$ cat src/rtl/enc4to2_q.sv
// enc4to2_q: sequential 4-to-2 request encoder with valid/ready output.
// Request lines are OR-merged into a pending register. One encoded index
// is issued per accepted transfer, and the granted request is then cleared.
// Optional macro ENC4TO2_RR_EN selects round-robin arbitration.
// Without it, the highest pending index always wins.
module enc4to2_q #(
    parameter int unsigned N = 4,
    parameter int unsigned W = 2
) (
    input  logic         clk,
    input  logic         rst_n,
    input  logic         en,
    input  logic [N-1:0] a,
    input  logic         rdy,
    output logic [W-1:0] s,
    output logic         vld,
    output logic         busy
);

    logic [N-1:0] pending;
    logic [N-1:0] pending_next;
    logic [N-1:0] grant_mask;
    logic [W-1:0] sel;
    logic         load;
    logic         grant;
    logic [W-1:0] s_next;
    logic         vld_next;

`ifdef ENC4TO2_RR_EN
    logic [W-1:0] ptr;
    logic [W-1:0] ptr_next;

    // Round-robin pick: search upward from the slot after the last grant, wrapping.
    always_comb begin
        logic         found;
        logic [W-1:0] idx;
        sel   = '0;
        found = 1'b0;
        idx   = '0;
        for (int i = 1; i <= int'(N); i++) begin
            idx = ptr + W'(i);
            if (!found && pending[idx]) begin
                sel   = idx;
                found = 1'b1;
            end
        end
    end
`else
    // Fixed priority pick: the highest set index wins, because later iterations overwrite earlier ones.
    always_comb begin
        sel = '0;
        for (int i = 0; i < int'(N); i++) begin
            if (pending[i]) begin
                sel = W'(i);
            end
        end
    end
`endif

    // Next-state logic for the output slot and the pending register.
    always_comb begin
        load         = !vld || rdy;
        grant        = load && (pending != '0);
        grant_mask   = '0;
        s_next       = s;
        vld_next     = vld;
        if (load) begin
            vld_next = grant;
            if (grant) begin
                s_next     = sel;
                grant_mask = N'(1) << sel;
            end
        end
        // A new request set wins over the same-cycle clear of a granted bit.
        pending_next = (pending & ~grant_mask) | (en ? a : '0);
    end

`ifdef ENC4TO2_RR_EN
    // Move the pointer to the most recently granted index.
    always_comb begin
        ptr_next = ptr;
        if (grant) begin
            ptr_next = sel;
        end
    end

    // Round-robin pointer register; after reset the search starts at bit 0.
    always_ff @(posedge clk) begin
        if (!rst_n) begin
            ptr <= W'(N - 1);
        end else begin
            ptr <= ptr_next;
        end
    end
`endif

    // State and output registers; busy tracks whether pending is non-zero.
    always_ff @(posedge clk) begin
        if (!rst_n) begin
            pending <= '0;
            s       <= '0;
            vld     <= 1'b0;
            busy    <= 1'b0;
        end else begin
            pending <= pending_next;
            s       <= s_next;
            vld     <= vld_next;
            busy    <= |pending_next;
        end
    end

endmodule

$ cat config.mk
export PLATFORM = sky130hd
export DESIGN_NAME = enc4to2_q
export DESIGN_NICKNAME = d
export VERILOG_FILES = /design/src/rtl/enc4to2_q.sv
export SDC_FILE = /design/constraint.sdc
export NUM_CORES = 1
export LEC_CHECK = 0
export CAP_MARGIN = 30
export CORE_AREA = 2 2 39 41
export DETAILED_ROUTE_END_ITERATION = 8
export DIE_AREA = 0 0 41 43
export PLACE_DENSITY = 0.48
export SETUP_SLACK_MARGIN = 0.15
export SYNTH_ARGS = -nofsm -noshare
export SYNTH_HDL_FRONTEND = slang
export SYNTH_SLANG_ARGS = --single-unit
$ cat constraint.sdc
create_clock -name clk -period 3.3 [get_ports clk]
set_clock_uncertainty 0.2 [all_clocks]
set_input_delay 0.33 -clock clk [delete_from_list [all_inputs] [get_ports clk]]
set_output_delay 0.33 -clock clk [all_outputs]
set_load 0.02 [all_outputs]
After elaboration in Yosys (flattened, before gate mapping)
Cells that the tools add are included.
{"block": "classes", "n_shift": 1, "n_mux": 6, "bitwise": 3, "reduce_logical": 6}
{"op": "4-bit two-way mux", "n": 3}
{"op": "4-bit AND", "n": 1}
{"op": "2-bit two-way mux", "n": 2}
{"op": "4-bit inverter", "n": 1}
{"op": "4-bit bitwise OR", "n": 1}
{"op": "4-bit nonzero test", "n": 1}
{"op": "4-bit OR reduction", "n": 1}
{"op": "1-bit by 2-bit left shift with 4-bit output (first input constant)", "n": 1}
{"op": "2-bit AND reduction", "n": 1}
{"op": "1-bit logical AND", "n": 1}
{"op": "1-bit zero test", "n": 1}
{"op": "1-bit logical OR", "n": 1}
{"op": "1-bit two-way mux", "n": 1}
{"block": "totals", "reg_bits": 8, "inputBits": 8, "out_inout_bits": 4, "word_cells": 20}

Longest topological paths before layout
Gate-level depths: netlist (run 1).
{"block": "depth", "depth_word": 10, "ltp_mapped": 4, "depth_no_buf": 4}

Least setup slack after synthesis (run 1)
OpenSTA, ideal clock, no wires.
{"block": "synth_path", "path_type": "register to register", "startpoint": "register vld", "endpoint": "register busy", "setup_ns": 0.125, "t_arrival_ns": 1.198, "t_required_ns": 2.975, "slack_ns": 1.777, "path_stages_with_launch": 5, "path_buffers": 0, "period_less_slack_ns": 1.523, "path_cell_list": "dfxtp_1 nor2b_4 nand2b_4 a21o_1 o41a_1"}
{"block": "synth_between", "elab_chain_cells": 9}
{"element": "start, declared", "line_no": "16", "rtl": "output logic vld,"}
{"element": "start signal, assigned", "line_no": "107", "rtl": "vld <= vld_next;"}
{"element": "1-bit zero test (*)", "line_no": "62", "rtl": "load = !vld || rdy;"}
{"element": "1-bit logical OR (*)", "line_no": "62"}
{"element": "1-bit logical AND", "line_no": "63", "rtl": "grant = load && (pending != '0);"}
{"element": "4-bit two-way mux", "line_no": "69", "rtl": "if (grant) begin"}
{"element": "4-bit two-way mux (*)", "line_no": "67", "rtl": "if (load) begin"}
{"element": "4-bit inverter (*)", "line_no": "75", "rtl": "pending_next = (pending & ~grant_mask) | (en ? a : '0);"}
{"element": "4-bit AND (*)", "line_no": "75"}
{"element": "4-bit bitwise OR (*)", "line_no": "75"}
{"element": "4-bit OR reduction (*)", "line_no": "108", "rtl": "busy <= |pending_next;"}
{"element": "end signal, assigned", "line_no": "108"}
{"element": "end, declared", "line_no": "17", "rtl": "output logic busy"}
Mark *: on every way between the ends. The rest lies on a longest branch, timed or not.
A chain may end at the register's enable or synchronous reset.

Worst setup path in the final report (run 1)
{"block": "layout_path", "startpoint": "register vld", "endpoint": "output port vld"}
No word-level cell between the ends.

==> impl_metrics.tcl, run 1 <==
set metrics [dict create \
    cts-root-buf "clkbuf_4" \
    post_cts_buffers 0 \
    globalplace.congestion 0.720 \
    synth_cell_type_count 20 \
    grt_antenna_before_repair 0 \
    wl_met1_um 339 \
    netlist_area_um2 350 \
    wl_um 702 \
    htree_levels 1 \
    fin_nets 59 \
    drt_iter0_drc 6 \
    fmax_mhz 583 \
    avgSynthCellArea_um2 10.0 \
    grt_max_degree 9 \
    num_io_pins 12 \
    highest-signal-layer "met4" \
    setup_slack_ns 1.58 \
    die_h_um 43 \
    clkLatencyLatePin_ns 0.25 \
    maxSlewHeadroom_pct 83.6 \
    cp_max_fo 2 \
    synth.largest_area_cell "dfxtp_1" \
    worstPathArrival_ns 1.19 \
    numCtsBuffers 3 \
    tightest_slew_ns 0.246 \
    post-synth-top-count-cell "dfxtp_1" \
    wire_per_inst_um 10.8 \
    synth_area_leaders "dfxtp_1, nand2_1, and2_2" \
    synth_top_flop_cell "dfxtp_1" \
    design_area_um2 503 \
    dieArea_um2 1760 \
    clk_pin_slew_ns 0.05 \
    final_hold_viol_count 0 \
    ys_async_sr_fraction_pct 0 \
    ctsResizeCount 0 \
    synth_top_area_share_pct 45.7 \
    dpl-instance-area_um2 480 \
    cellPowerDensity_nw_per_um2 467 \
    grt.total_usage_pct 10.9 \
    rsz0062_at_grt "no" \
    ys_ff_latch 8 \
    maxCapViolCount 0 \
    worst_path_max_delay_cell "clkdlybuf4s50_1" \
    route.met2.wl_um 318 \
    rows 14 \
    die-width_um 41 \
    drc 0 \
    cpPeakStageDelay_ns 0.61 \
    synth_edf_count 0 \
    vias 303 \
    ys_seq_area_share_pct 45.7 \
    area_delta_synth_final_pct 43.6 \
    cts_tree "built" \
    cp_top_family "buffers and inverters" \
    fin_crit_sh_pct 52.0 \
    worstSetupPathType "register to primary output" \
    outcome "completed" \
    cts_hold_buffers 0 \
    initial_core_util_pct 25.3 \
    required_ns 2.77 \
    io_buffers 11 \
    ant_nets 0 \
    start_kind "register" \
    wl_met3_um 40 \
    synthTopCellsByCount "dfxtp_1, nand2_1, a21oi_1, and2_2, o21ai_0" \
    finalSetupTns_ns 0 \
    grt_pass1_wl_um 1240 \
    grt_overflow 0 \
    ys_warn_count 0 \
    cts_sinks 8 \
    path_cells "clkdlybuf4s50_1" \
    syn_nets 43 \
    post-place-ws_ns 1.36 \
    grt_pass1_vias 300 \
    viasPerCell 4.66 \
    synth_cells 35 \
    hp-class "register to register" \
    period_minus_slack_ns 1.72 \
    cts_buffer_depth 2 \
    drv_slew 0 \
    antenna_cells 0 \
    end_kind "primary output" \
    path_buf_inv 1 \
    max-vdd-ir-drop_mv 0.168 \
    hpwl_um 556 \
    drive_above_1_share_pct 20.4 \
    dr.pass1.iters 2 \
    setup_violations 0 \
    p_leak_uw 0.000211 \
    core_area_um2 1380 \
]
metrics by stage:
stage          power (uW)  util [%]  std cells  hold WS, ns
6_report              235      36.3         65        0.293
5_1_grt               248      36.3         65        0.317
4_1_cts               240      36.3         65        0.300
3_5_place_dp          165      34.7         62        0.288
3_3_place_gp          164      34.7         62        0.284
2_1_floorplan         140         -         35        0.252
flip-flops by register name, indices dropped and copies added (netlist names):
name,flops
busy,1
pending,4
s,2
vld,1
where the power goes:
group | internal (uW) | total [uW] | leakage, uW | switching [uW]
logic | 29.7 | 51.8 | 0.000131 | 22.1
clock network | 41.4 | 72.2 | 0.0000138 | 30.8
registers | 105 | 111 | 0.0000663 | 5.81
cells in the final DEF, fill, tap and decap left out, types with 2 or more instances in the layout:
cell,count
and2_2,2
clkdlybuf4s50_1,11
dfxtp_1,8
nand2_1,6
a21oi_1,2
o21ai_0,2
clkbuf_4,3
cell families (layout without fill, tap and decap cells):
family / after synthesis / in the layout / synth area share, %
AND/OR/NAND/NOR: 14 / 14 / 26.4
AO/OA/AOI/OAI: 12 / 12 / 26.8
buffers and inverters: 1 / 15 / 1.07
flip-flops: 8 / 8 / 45.7
path summary, 6_finish.rpt:
kind / start / end / slack (ns) / depth (start not counted)
min: s[0] / s[0] / 0.29 / 1
max: vld / vld / 1.58 / 1
max reg2reg: vld / busy / 1.81 / 4
min reg2reg: s[0] / s[0] / 0.29 / 1
cell type report:
| type | instances | area, um2 |
|---|---|---|
| fillers | 152 | 881 |
| multi-input cells | 26 | 186 |
| flip-flops and latches | 8 | 160 |
| repair buffers | 11 | 110 |
| clock buffers | 3 | 22.5 |
| well taps | 16 | 20.0 |
| inverters | 1 | 3.75 |
per-layer routing:
layer	track usage (%)	up-vias
li1	-	154
met3	3.14	2
met5	0	-
met4	10.0	0
met2	12.8	8
met1	14.9	139
No activity file was read; power rests on OpenSTA's default activity.
==> run 2: changes to the inputs <==
clock period = 1.6 ns   (was 3.3 ns; I/O delays follow)
==> impl_metrics.tcl, run 2 (synthesis results as in run 1) <==
set metrics [dict create \
    p_sw_share_pct 26.4 \
    post_cts_buffers 0 \
    maxCapViolCount 0 \
    grt.total_usage_pct 10.6 \
    multi_input_area_um2 188 \
    dr.pass1.iters 1 \
    drive_above_1_share_pct 23.5 \
    ant_nets 0 \
    antenna_cells 0 \
    crit_end "busy" \
    hold-path-cell-count 1 \
    vias 312 \
    grt_max_degree 9 \
    fin_nets 60 \
    cts_hold_buffers 0 \
    post-place-ws_ns -0.126 \
    wl_um 726 \
    die_h_um 43 \
    drc 0 \
    r2r-end "busy" \
    worstHoldStart "s[0]" \
    dieArea_um2 1760 \
    r2r_cells 4 \
    cts_tree "built" \
    power_frac_comb_pct 21.0 \
    p_leak_uw 0.000231 \
    cp_top_family "buffers and inverters" \
    maxSlewHeadroom_pct 83.4 \
    drv_slew 0 \
    power_frac_seq_pct 45.3 \
    tightest_slew_ns 0.249 \
    cts_buffer_depth 2 \
    io_buffers 11 \
    p_clk_share_pct 33.7 \
    setup_slack_ns 0.129 \
    grt_pass1_vias 314 \
    seq_area_um2 164 \
    rows 14 \
    final_util_pct 37.2 \
    largest_reg_flops 4 \
    hp-class "register to register" \
    top_register "pending" \
    required_ns 1.54 \
    fmax_mhz 680 \
    rsz0062_at_grt "yes" \
    internal-power_uw 369 \
    htree_levels 1 \
    clk_pin_slew_ns 0.06 \
    path_buf_inv 1 \
    outcome "completed" \
    grt_overflow 0 \
    cts-root-buf "clkbuf_4" \
    worstSetupPathType "primary input to register" \
    globalplace.congestion 0.701 \
    drt_iter0_drc 0 \
    numCtsBuffers 3 \
    end_kind "register" \
    start_kind "primary input" \
    final_cells 67 \
    largestRegisters "pending x4, s x2" \
    num_io_pins 12 \
    wire_per_inst_um 10.8 \
    final_hold_viol_count 0 \
    fillCellCount 142 \
    grt_antenna_before_repair 0 \
    period_minus_slack_ns 1.47 \
    cellPowerDensity_nw_per_um2 976 \
    switchingPower_uw 132 \
    path_depth 5 \
    worst_path_max_delay_cell "clkdlybuf4s50_1" \
    placed_cells 63 \
    rrSetupSlack_ns 0.13 \
    die-width_um 41 \
    viasPerCell 4.66 \
    cpPeakStageDelay_ns 0.50 \
    hpwl_um 538 \
    clkLatencyLatePin_ns 0.25 \
    cp_max_fo 4 \
    worstPathArrival_ns 1.41 \
    core_area_um2 1380 \
    critical_path.startpoint "rdy" \
    r2r-start "vld" \
    path_cells "clkdlybuf4s50_1 > nor2b_4 > nand2b_4 > and2_4 > o41a_1" \
    area_delta_synth_final_pct 46.8 \
    initial_core_util_pct 25.3 \
    max-vdd-ir-drop_mv 0.262 \
    ctsResizeCount 4 \
    setup_violations 0 \
    fin_crit_sh_pct 92.0 \
    final_cell_mix "dfxtp_1, clkdlybuf4s50_1, nand2_1" \
    grt_pass1_wl_um 1220 \
    cts_sinks 8 \
]
==> run 2: final cells by class <==
cell class | instances | share of cell area [%]
Inverter | 1 | 0.730
Clock buffer | 4 | 5.11
Sequential cell | 8 | 31.9
Multi-Input combinational cell | 26 | 36.5
Timing Repair Buffer | 12 | 21.9
Tap cell | 16 | 3.89
==> run 2: power by group through the flow <==
| stage | Sequential, uW | Combinational [uW] | Clock (uW) |
|---|---|---|---|
| finish | 227 | 105 | 169 |
| global route | 230 | 115 | 189 |
| CTS | 227 | 106 | 176 |
| detailed placement | 232 | 113 | 0 |
| global placement | 232 | 113 | 0 |
| floorplan | 245 | 44.7 | 0 |
==> run 2: how the worst min path moves through the flow <==
stage	end	slack [ns]
after floorplan	pending[2]	0.08
after global placement	s[0]	0.29
after detailed placement	s[0]	0.29
after CTS	s[0]	0.30
after global routing	s[0]	0.32
final	s[0]	0.30
==> run 2: worst register-to-register path: stages, from the launching register on <==
cell and delay, ns:
dfxtp_4 0.34, nor2b_4 0.13, nand2b_4 0.15, and2_4 0.15, o41a_1 0.38
==> run 2: metrics by stage <==
step	TNS [ns]	total power, uW	hold WS, ns	instance area (um2)
finish	0	502	0.299	514
global route	0	534	0.319	514
CTS	0	509	0.302	514
detailed placement	-0.126	345	0.292	493
global placement	-0.114	345	0.285	493
floorplan	0	289	0.0817	355
==> run 2: metal layers <==
metal | vias up | track usage (%) | part of all wire (%)
met1 | 146 | 11.6 | 42
met3 | 2 | 3.14 | 5.9
li1 | 156 | - | -
met2 | 8 | 15.9 | 50
met4 | 0 | 8.00 | 1.2
met5 | - | 0 | 0
==> run 3: changes to the inputs <==
--- a/config.mk
+++ b/config.mk
@@ -7,8 +7,8 @@
 export LEC_CHECK = 0
 export CAP_MARGIN = 30
-export CORE_AREA = 2 2 39 41
+export CORE_MARGIN = 2
+export CORE_UTILIZATION = 25
 export DETAILED_ROUTE_END_ITERATION = 8
-export DIE_AREA = 0 0 41 43
-export PLACE_DENSITY = 0.48
+export PLACE_DENSITY = 0.46
 export SETUP_SLACK_MARGIN = 0.15
 export SYNTH_ARGS = -nofsm -noshare
==> constraint.sdc (replaced) <==
create_clock -name clk -period 1.6 [get_ports clk]
set_clock_uncertainty 0.2 [all_clocks]
set_input_delay 0.32 -clock clk [delete_from_list [all_inputs] [get_ports clk]]
set_output_delay 0.32 -clock clk [all_outputs]
set_load 0.02 [all_outputs]
==> impl_metrics.tcl, run 3 (synthesis results as in run 1) <==
set metrics [dict create \
    ant_nets 0 \
    largest_reg_flops 4 \
    cts_hold_buffers 0 \
    wire_per_inst_um 11.2 \
    antenna_cells 0 \
    cts_sinks 8 \
    io_buffers 11 \
    top_register "pending" \
    final_util_pct 40.7 \
    max-vdd-ir-drop_mv 0.394 \
    cp_max_fo 4 \
    fin_crit_sh_pct 92.3 \
    rsz0062_at_grt "yes" \
    drt_iter0_drc 5 \
    globalplace.congestion 0.646 \
    start_kind "register" \
    design_area_um2 529 \
    numCtsBuffers 3 \
    dpl-instance-area_um2 514 \
    fillCellCount 130 \
    core_area_um2 1300 \
    required_ns 1.54 \
    grt_overflow 0 \
    die_h_um 41.4 \
    clkLatencyLatePin_ns 0.26 \
    drc 0 \
    layout_commonest_cell "dfxtp_1" \
    grt_pass1_vias 346 \
    whs_ns 0.304 \
    hpwl_um 618 \
    drv_slew 0 \
    cts_buffer_depth 2 \
    num_io_pins 12 \
    largestRegisters "pending x4, s x2" \
    end_kind "register" \
    grt_pass1_wl_um 1460 \
    period_minus_slack_ns 1.48 \
    cts-root-buf "clkbuf_4" \
    die-width_um 41.4 \
    p_leak_uw 0.000238 \
    htree_levels 1 \
    worstPathArrival_ns 1.42 \
    initial_core_util_pct 26.9 \
    viasPerCell 4.74 \
    grt_antenna_before_repair 0 \
    cellPowerDensity_nw_per_um2 964 \
    tightest_slew_ns 0.273 \
    vias 327 \
    rows 13 \
    drive_above_1_share_pct 31.5 \
    clk_pin_slew_ns 0.06 \
    area_delta_synth_final_pct 51.1 \
    maxCapViolCount 0 \
    dr.pass1.iters 2 \
    hp-class "register to register" \
    worstSetupPathType "register to register" \
    dieArea_um2 1720 \
    final_cell_mix "dfxtp_1, nand2_1, clkdlybuf4s50_1" \
    grt.total_usage_pct 12.0 \
    grt_max_degree 9 \
    final_hold_viol_count 0 \
    post_cts_buffers 0 \
    setup_violations 0 \
    fmax_mhz 677 \
    cts_tree "built" \
    outcome "completed" \
    maxSlewHeadroom_pct 81.8 \
    fin_nets 63 \
    wl_um 776 \
]
==> run 3: area by class of cell <==
cell class / instances / area (um2) / area share (%)
multi-input combinational: 26 / 188 / 35.5
sequential: 8 / 164 / 31.0
timing repair buffer: 15 / 129 / 24.3
clock buffer: 4 / 26.3 / 4.96
tap: 15 / 18.8 / 3.55
inverter: 1 / 3.75 / 0.709
==> run 3: path summary, 6_finish.rpt <==
path,start,end,slack (ns),cells past startpoint
setup / recovery,vld,busy,0.12,4
hold / removal,s[0],s[0],0.30,1
setup reg to reg,vld,busy,0.12,4
hold reg to reg,s[0],s[0],0.30,1
==> run 3: metal layers <==
metal  share of wire (%)  GRT usage (%)
met5                   0              0
met4                0.90           7.74
met3                 5.0           6.52
met2                  52           19.7
met1                  42           11.4
==> run 3: timing repair <==
item                                    4_1_cts  5_1_grt
endpoints found under the setup margin        7        4
pin swaps                                     0        0
resized for setup                             7        5
==> run 3: metrics by stage <==
stage | setup TNS, ns | setup WS [ns] | total power (uW) | cells
after floorplan | 0 | 0.137 | 289 | 35
after global placement | -0.812 | -0.287 | 349 | 65
after detailed placement | -0.881 | -0.303 | 352 | 65
after CTS | 0 | 0.120 | 525 | 69
after global routing | 0 | 0.0808 | 547 | 69
final | 0 | 0.123 | 510 | 69
==> run 3: worst max-delay path, stage by stage, from the launching register on <==
cell      delay [ns]
dfxtp_4         0.34
nor2b_4         0.13
nand2b_4        0.16
and2_4          0.15
o41a_1          0.38
==> run 3: power breakdown <==
group          leakage [uW]  internal, uW  switching, uW
Clock             0.0000150          96.0           77.4
Sequential        0.0000668           216           11.5
Combinational      0.000157          60.7           48.8
